===== src/rtl/lcd_refresh_engine.sv =====
`default_nettype none
// ============================================================================
// Module      : lcd_refresh_engine
// Description : HD44780-class character LCD controller. Power-up wait, init
//               command sequence, LINES x CHARS character buffer written by a
//               host port, and per-line dirty tracking so that only changed
//               lines are re-sent. All panel timing is counted in clk cycles.
// Revision    : 1.0 - initial release
// ============================================================================
module lcd_refresh_engine #(
    parameter int                 LINES          = 4,
    parameter int                 CHARS          = 20,
    parameter logic [7*LINES-1:0] LINE_STARTS    = {7'h00, 7'h40, 7'h14, 7'h54},
    parameter int                 POWERUP_CYC    = 2_000_000,
    parameter int                 E_HIGH_CYC     = 25,
    parameter int                 CMD_WAIT_CYC   = 2500,
    parameter int                 CLEAR_WAIT_CYC = 100_000,
    localparam int                LINE_W         = (LINES > 1) ? $clog2(LINES) : 1,
    localparam int                COL_W          = (CHARS > 1) ? $clog2(CHARS) : 1
) (
    input  logic              clk,
    input  logic              reset,
    input  logic              wr_en,
    input  logic [LINE_W-1:0] wr_line,
    input  logic [COL_W-1:0]  wr_col,
    input  logic [7:0]        wr_char,
    output logic              init_done,
    output logic              busy,
    output logic              lcd_rs,
    output logic              lcd_rw,
    output logic              lcd_e,
    output logic [7:0]        lcd_data
);

    localparam int MAX_A   = (POWERUP_CYC > CLEAR_WAIT_CYC) ? POWERUP_CYC : CLEAR_WAIT_CYC;
    localparam int MAX_B   = (CMD_WAIT_CYC > E_HIGH_CYC) ? CMD_WAIT_CYC : E_HIGH_CYC;
    localparam int CNT_MAX = (MAX_A > MAX_B) ? MAX_A : MAX_B;
    localparam int CNT_W   = $clog2(CNT_MAX + 1);

    typedef enum logic [2:0] {
        S_PWRUP   = 3'd0,
        S_INIT    = 3'd1,
        S_IDLE    = 3'd2,
        S_SETADDR = 3'd3,
        S_WRCHAR  = 3'd4
    } state_t;

    typedef enum logic [1:0] {
        PH_SETUP = 2'd0,
        PH_EHIGH = 2'd1,
        PH_WAIT  = 2'd2
    } phase_t;

    state_t             r_state, w_state_nxt;
    phase_t             r_phase, w_phase_nxt;
    logic [CNT_W-1:0]   r_cnt, w_cnt_nxt, w_wait_last;
    logic [2:0]         r_step, w_step_nxt;
    logic [COL_W-1:0]   r_col, w_col_nxt;
    logic [LINE_W-1:0]  r_line, w_line_nxt, w_sel_line;
    logic               r_e, w_e_nxt;
    logic               r_init_done, w_init_nxt;
    logic               r_busy;
    logic [7:0]         r_hold_data, w_hold_data_nxt;
    logic               r_hold_rs, w_hold_rs_nxt;
    logic               w_sel;
    logic [7:0]         w_byte;
    logic               w_rs;
    logic [6:0]         w_start;
    logic               w_in_txn;
    logic               w_line_ok, w_col_ok, w_wr_ok;
    logic [LINES-1:0]   r_dirty, w_dirty_nxt;
    logic [7:0]         r_buf [LINES][CHARS];

    // A power-of-two geometry makes every encodable index valid
    if (LINES == (1 << LINE_W)) begin : g_line_full
        assign w_line_ok = 1'b1;
    end else begin : g_line_chk
        assign w_line_ok = (wr_line < LINE_W'(LINES));
    end

    if (CHARS == (1 << COL_W)) begin : g_col_full
        assign w_col_ok = 1'b1;
    end else begin : g_col_chk
        assign w_col_ok = (wr_col < COL_W'(CHARS));
    end

    assign w_wr_ok  = wr_en & w_line_ok & w_col_ok;
    assign w_in_txn = (r_state == S_INIT) || (r_state == S_SETADDR) || (r_state == S_WRCHAR);

    // Byte and register-select for the transaction currently being issued
    always_comb begin
        w_start = 7'h00;
        for (int i = 0; i < LINES; i++) begin
            if (r_line == LINE_W'(i)) w_start = LINE_STARTS[7*(LINES-1-i) +: 7];
        end
        w_byte = 8'h20;
        w_rs   = 1'b0;
        case (r_state)
            S_INIT: begin
                case (r_step)
                    3'd0, 3'd1: w_byte = 8'h38;
                    3'd2:       w_byte = 8'h0C;
                    3'd3:       w_byte = 8'h06;
                    default:    w_byte = 8'h01;
                endcase
            end
            S_SETADDR: w_byte = {1'b1, w_start};
            S_WRCHAR: begin
                w_byte = r_buf[r_line][r_col];
                w_rs   = 1'b1;
            end
            default: ;
        endcase
    end

    // Lowest-index dirty line wins the next refresh slot
    always_comb begin
        w_sel_line = '0;
        for (int i = LINES - 1; i >= 0; i--) begin
            if (r_dirty[i]) w_sel_line = LINE_W'(i);
        end
    end

    // Next-state logic: power-up wait, idle arbitration and the shared
    // setup / E-high / wait transaction sequencer
    always_comb begin
        w_state_nxt     = r_state;
        w_phase_nxt     = r_phase;
        w_cnt_nxt       = r_cnt;
        w_step_nxt      = r_step;
        w_col_nxt       = r_col;
        w_line_nxt      = r_line;
        w_e_nxt         = r_e;
        w_init_nxt      = r_init_done;
        w_hold_data_nxt = r_hold_data;
        w_hold_rs_nxt   = r_hold_rs;
        w_sel           = 1'b0;
        w_wait_last     = (r_state == S_INIT && r_step == 3'd4) ?
                          CNT_W'(CLEAR_WAIT_CYC - 1) : CNT_W'(CMD_WAIT_CYC - 1);
        case (r_state)
            S_PWRUP: begin
                if (r_cnt == CNT_W'(POWERUP_CYC - 1)) begin
                    w_state_nxt = S_INIT;
                    w_phase_nxt = PH_SETUP;
                    w_cnt_nxt   = '0;
                    w_step_nxt  = '0;
                end else begin
                    w_cnt_nxt = r_cnt + 1'b1;
                end
            end
            S_IDLE: begin
                if (|r_dirty) begin
                    w_sel       = 1'b1;
                    w_line_nxt  = w_sel_line;
                    w_state_nxt = S_SETADDR;
                    w_phase_nxt = PH_SETUP;
                    w_cnt_nxt   = '0;
                end
            end
            default: begin
                case (r_phase)
                    PH_SETUP: begin
                        // Latch the bus value so it stays put through E and the wait
                        w_e_nxt         = 1'b1;
                        w_phase_nxt     = PH_EHIGH;
                        w_cnt_nxt       = '0;
                        w_hold_data_nxt = w_byte;
                        w_hold_rs_nxt   = w_rs;
                    end
                    PH_EHIGH: begin
                        if (r_cnt == CNT_W'(E_HIGH_CYC - 1)) begin
                            w_e_nxt     = 1'b0;
                            w_phase_nxt = PH_WAIT;
                            w_cnt_nxt   = '0;
                        end else begin
                            w_cnt_nxt = r_cnt + 1'b1;
                        end
                    end
                    default: begin
                        if (r_cnt == w_wait_last) begin
                            w_phase_nxt = PH_SETUP;
                            w_cnt_nxt   = '0;
                            case (r_state)
                                S_INIT: begin
                                    if (r_step == 3'd4) begin
                                        w_init_nxt  = 1'b1;
                                        w_state_nxt = S_IDLE;
                                    end else begin
                                        w_step_nxt = r_step + 3'd1;
                                    end
                                end
                                S_SETADDR: begin
                                    w_state_nxt = S_WRCHAR;
                                    w_col_nxt   = '0;
                                end
                                default: begin
                                    if (r_col == COL_W'(CHARS - 1)) w_state_nxt = S_IDLE;
                                    else                            w_col_nxt   = r_col + 1'b1;
                                end
                            endcase
                        end else begin
                            w_cnt_nxt = r_cnt + 1'b1;
                        end
                    end
                endcase
            end
        endcase
    end

    // Dirty update: a host write to a line beats a simultaneous selection clear
    always_comb begin
        w_dirty_nxt = r_dirty;
        if (w_sel)   w_dirty_nxt[w_sel_line] = 1'b0;
        if (w_wr_ok) w_dirty_nxt[wr_line]    = 1'b1;
    end

    // Controller state, panel strobe and status registers
    always_ff @(posedge clk or negedge reset) begin
        if (!reset) begin
            r_state     <= S_PWRUP;
            r_phase     <= PH_SETUP;
            r_cnt       <= '0;
            r_step      <= '0;
            r_col       <= '0;
            r_line      <= '0;
            r_e         <= 1'b0;
            r_init_done <= 1'b0;
            r_busy      <= 1'b1;
            r_hold_data <= 8'h00;
            r_hold_rs   <= 1'b0;
        end else begin
            r_state     <= w_state_nxt;
            r_phase     <= w_phase_nxt;
            r_cnt       <= w_cnt_nxt;
            r_step      <= w_step_nxt;
            r_col       <= w_col_nxt;
            r_line      <= w_line_nxt;
            r_e         <= w_e_nxt;
            r_init_done <= w_init_nxt;
            r_busy      <= !w_init_nxt || (w_state_nxt != S_IDLE) || (|w_dirty_nxt);
            r_hold_data <= w_hold_data_nxt;
            r_hold_rs   <= w_hold_rs_nxt;
        end
    end

    // Character buffer and dirty flags; contents return to spaces on reset
    always_ff @(posedge clk or negedge reset) begin
        if (!reset) begin
            r_dirty <= '1;
            for (int l = 0; l < LINES; l++) begin
                for (int c = 0; c < CHARS; c++) begin
                    r_buf[l][c] <= 8'h20;
                end
            end
        end else begin
            r_dirty <= w_dirty_nxt;
            if (w_wr_ok) r_buf[wr_line][wr_col] <= wr_char;
        end
    end

    // During setup the bus shows the live byte; afterwards the latched copy
    assign lcd_data  = (w_in_txn && r_phase == PH_SETUP) ? w_byte : r_hold_data;
    assign lcd_rs    = (w_in_txn && r_phase == PH_SETUP) ? w_rs   : r_hold_rs;
    assign lcd_rw    = 1'b0;
    assign lcd_e     = r_e;
    assign init_done = r_init_done;
    assign busy      = r_busy;

endmodule
`default_nettype wire


===== config.mk =====
export PLATFORM = sky130hd
export DESIGN_NAME = lcd_refresh_engine
export DESIGN_NICKNAME = d
export VERILOG_FILES = /design/src/rtl/lcd_refresh_engine.sv
export SDC_FILE = /design/constraint.sdc
export NUM_CORES = 1
export LEC_CHECK = 0
export CAP_MARGIN = 40
export CELL_PAD_IN_SITES_DETAIL_PLACEMENT = 1
export CELL_PAD_IN_SITES_GLOBAL_PLACEMENT = 1
export CORE_UTILIZATION = 54
export DETAILED_ROUTE_END_ITERATION = 10
export PLACE_DENSITY_LB_ADDON = 0.1
export SETUP_SLACK_MARGIN = 0.15
export SLEW_MARGIN = 0
export SYNTH_ARGS = -nofsm -noshare
export SYNTH_HDL_FRONTEND = slang
export SYNTH_SLANG_ARGS = --single-unit

===== constraint.sdc =====
create_clock -name clk -period 3 [get_ports clk]
set_input_delay 0.3 -clock clk [delete_from_list [all_inputs] [get_ports clk]]
set_output_delay 0.3 -clock clk [all_outputs]
set_load 0.01 [all_outputs]

==> run_results.csv <==
group,metric,value,unit
sta,setup_ws,-867,ps
yosys,synth_edf_count,0,
worst_hold_path,hp-class,"input port to flip-flop",
place,dp_hpwl,64300,µm
clock_tree,clkTransAtPathRegs,60,ps
yosys,synth.top_cell.area_share,46.4,%
route,viasPerCell,6.34,
clock_tree,htree_levels,3,
clock_tree,numClockSinks,692,
floorplanning,die_y,248,µm
layout,final_nets,2543,
floorplanning,core_area,0.0595,mm²
sta,worstMarginPinSlew,994,ps
layout,drive_above_1_share,53.4,%
yosys,syn_inst,2250,
yosys,syn_avg_cell_area,14.6,µm²
sta,fmax,259,MHz
yosys,ys_seq_area_share,53.2,%
yosys,ys_types,76,
yosys,synthXorXnorAreaFrac,0.348,%
route,dr.pass1.iters,5,
setup_path,crit_family,"multiplexers",
yosys,netlist_area,0.0327,mm²
floorplanning,dieArea,0.0616,mm²
setup_path,worstSetupEndpointType,"output port",
yosys,synth_compound_area_share,2.93,%
yosys,synth_top_family_by_area,"multiplexers",
power_and_ir_drop,p_leak,17.8,nW
clock_tree,cts_tree,"built",
yosys,syn_nets,2275,
global_routing,grt_pass1_vias,23666,
outcome,violations,"setup timing",
yosys,synthFlopType,"dfrtp_1",
global_routing,antenna_found_initial,1,
route,drtIter0Drc,1520,
clock_tree,cts_buffers,76,
yosys,synth-async-reset-ratio,100,%
floorplanning,floorplan.rows,89,
sta,hold_violations,0,
route,vias,21306,
yosys,synth-adder-area-share,0.298,%
setup_path,cp.arrival,3570,ps
setup_path,max_stage_delay,560,ps
route,totalWireLength,98000,µm
yosys,synth_area_leaders,"dfrtp_1 46%, mux2_2 22%, mux4_2 8.7%, dfstp_2 6.8%, mux2i_1 2.6%",
setup_path,cpMaxStageDelayCell,"dfrtp_4",
global_routing,grt_pass1_wl,152000,µm
power_and_ir_drop,powerDensity,547,mW/mm²
layout,area_growth_syn_to_layout,19.1,%
sta,skew,25.7,ps
sta,finalCritPeriodShare,129,%
setup_path,crit_required,2700,ps
setup_path,path_cells,"buf_6 -> buf_8 -> buf_12 -> mux4_2 -> mux4_2 -> nand2_1 -> nand3b_1 -> a41oi_2 -> buf_4 -> nand2_2 -> buf_6",
power_and_ir_drop,irDropWorstVdd,0.604,mV
sta,setup_violations,9,
yosys,yosysTopAreaCell,"dfrtp_1",
route,drc,0,
clock_tree,clock_latency,640,ps
setup_path,path_class,"flip-flop to output port",
yosys,ys_ff_latch,692,
layout,final_cell_area,0.0390,mm²
clock_tree,cts_buffer_depth,3,
place,gp_congestion,0.888,
place,place_ws,-648,ps
job,max_cap_violations,0,
floorplanning,start_util,55.1,%
power_and_ir_drop,p_total,0.0213,W
layout,final_util,65.6,%
route,wl_per_cell,29.2,µm
sta,rsz0062_at_grt,"true",
global_routing,grt_max_degree,91,
yosys,synth-simple-area-share,5.03,%
global_routing,grt_overflow,0,
clock_tree,root_buffer,"clkbuf_16",
place,place_area,0.0357,mm²
floorplanning,die_x,248,µm
place,placed_cells,3183,
sta,final.min_clock_period,3870,ps
yosys,synth.mux.area_fraction,35.4,%
route,ant_nets,0,
setup_path,cp_max_fo,5,
floorplanning,io-pin-count,31,
global_routing,grt_usage,33.1,%
place,port_buffers,29,
sta,final-max-slew-violation-count,0,
outcome,status,"complete, but fails checks",
sta,slew-limit-headroom,33.7,%
setup_path,crit_buf_inv,5,
layout,final_cell_count_no_fill,3358,
yosys,synth_warnings,0,
setup_path,cp-start-kind,"flip-flop",
## cell families (layout without fill, tap and decap cells)
| family | Yosys count | count (layout) |
|---|---|---|
| compound gates | 141 | 141 |
| xor+xnor | 13 | 13 |
| fa+ha+maj | 8 | 8 |
| buf+inv | 171 | 503 |
| flops | 692 | 692 |
| mux | 879 | 879 |
| other cells | 1 | 4 |
| simple gates | 345 | 345 |
## what timing repair did
| action | CTS | global route |
|---|---|---|
| pin swaps | 18 | 21 |
| gates resized for setup | 116 | 21 |
| hold endpoints to repair | 38 | 0 |
| buffers inserted | 18 | 9 |
| hold buffers | 1 | 0 |
| setup endpoints to repair | 14 | 12 |
| gates cloned | 1 | 1 |
## state kept, by name, indices dropped and copies added (netlist names), 2 cells and up
register / cells
r_buf: 640
r_cnt: 21
r_col: 5
r_dirty: 4
r_hold_data: 8
r_line: 2
r_phase: 2
r_state: 3
r_step: 3
## report_power, final
part / switching [W] / internal [W]
combinational: 0.000724 / 0.000674
clock: 0.00393 / 0.00580
sequential: 0.000299 / 0.00989
## cell usage after synthesis, drive strengths merged, types with 2 or more instances
cell and count:
ha 7, a221oi 3, clkbuf 97, a31o 2, nor3b 7, a21o 10, buf 56, nor2 129
a22oi 14, dfrtp 607, and3 6, nand4 12, o21ai 35, or3 11, mux2i 84, a211oi 2
xnor2 6, o31ai 2, a31oi 12, or2 6, a211o 2, and2 6, a2111oi 8, nor2b 13
mux4 152, inv 17, nand3 39, nor4 2, a22o 8, xor2 7, nand2b 4, a21oi 16
o311ai 3, and4 4, o21a 2, nand3b 5, or4 5, a41oi 2, nand2 83, o22ai 9
dfstp 85, mux2 643, nor3 8
## path summary, 6_finish.rpt
kind,start,endpoint,slack [ps],depth (start not counted)
max in group asynchronous,reset,r_buf[341],1690,3
worst max-delay path,r_line[0],lcd_data[0],-870,11
min in group asynchronous,reset,r_buf[601],230,2
worst min-delay path,wr_char[4],r_buf[4],150,2
worst min register to register,r_hold_data[1],r_hold_data[1],490,1
worst max register to register,r_line[0],r_hold_data[0],-30,11
## stage by stage
stage | setup TNS [ps] | hold WS [ps]
2_1_floorplan | 0 | 4.41
4_1_cts | -5430 | 116
3_5_place_dp | -4240 | 334
6_report | -5640 | 147
5_1_grt | -6090 | 135
3_3_place_gp | -4140 | 333
## per-layer routing
metal | wire length [µm] | global-route usage, % | vias up
met5 | 0 | 0 | -
met3 | 4770 | 5.07 | 183
met2 | 48600 | 54.9 | 593
met1 | 41500 | 44.8 | 11657
met4 | 3120 | 11.2 | 0
li1 | - | - | 8873
## layout make-up
class                   count  area (µm²)
fillers                  5281       20500
flip-flops and latches    692       17400
multi-input cells        1387       14700
repair buffers            343        3270
clock buffers             120        2340
well taps                 773         967
clock inverters            22         268
inverters                  18        67.6
diodes                      3        7.51
## cell usage in the layout, fill, tap and decap left out, types with 6 or more instances in the layout
cell type and n:
nand4_1 12, dfrtp_1 603, clkbuf_1 20, mux4_2 137, a22oi_1 11, clkbuf_8 21, mux2_2 641, clkinv_2 12
buf_8 6, nor3_1 8, and3_1 6, nand3_1 34, a21o_1 10, o22ai_1 9, inv_1 17, clkdlybuf4s50_1 12
buf_6 11, o21ai_0 29, ha_1 7, a22o_1 7, a31oi_1 11, nand2_1 80, mux4_1 15, mux2i_2 7
buf_2 11, dfstp_2 85, nor2_2 9, or3_1 10, a21oi_1 13, xor2_1 7, mux2i_1 77, buf_4 255
nor2b_1 13, buf_12 43, clkbuf_16 80, nor2_1 119, xnor2_1 6
Note: power is estimated with default switching activity, not from simulation.
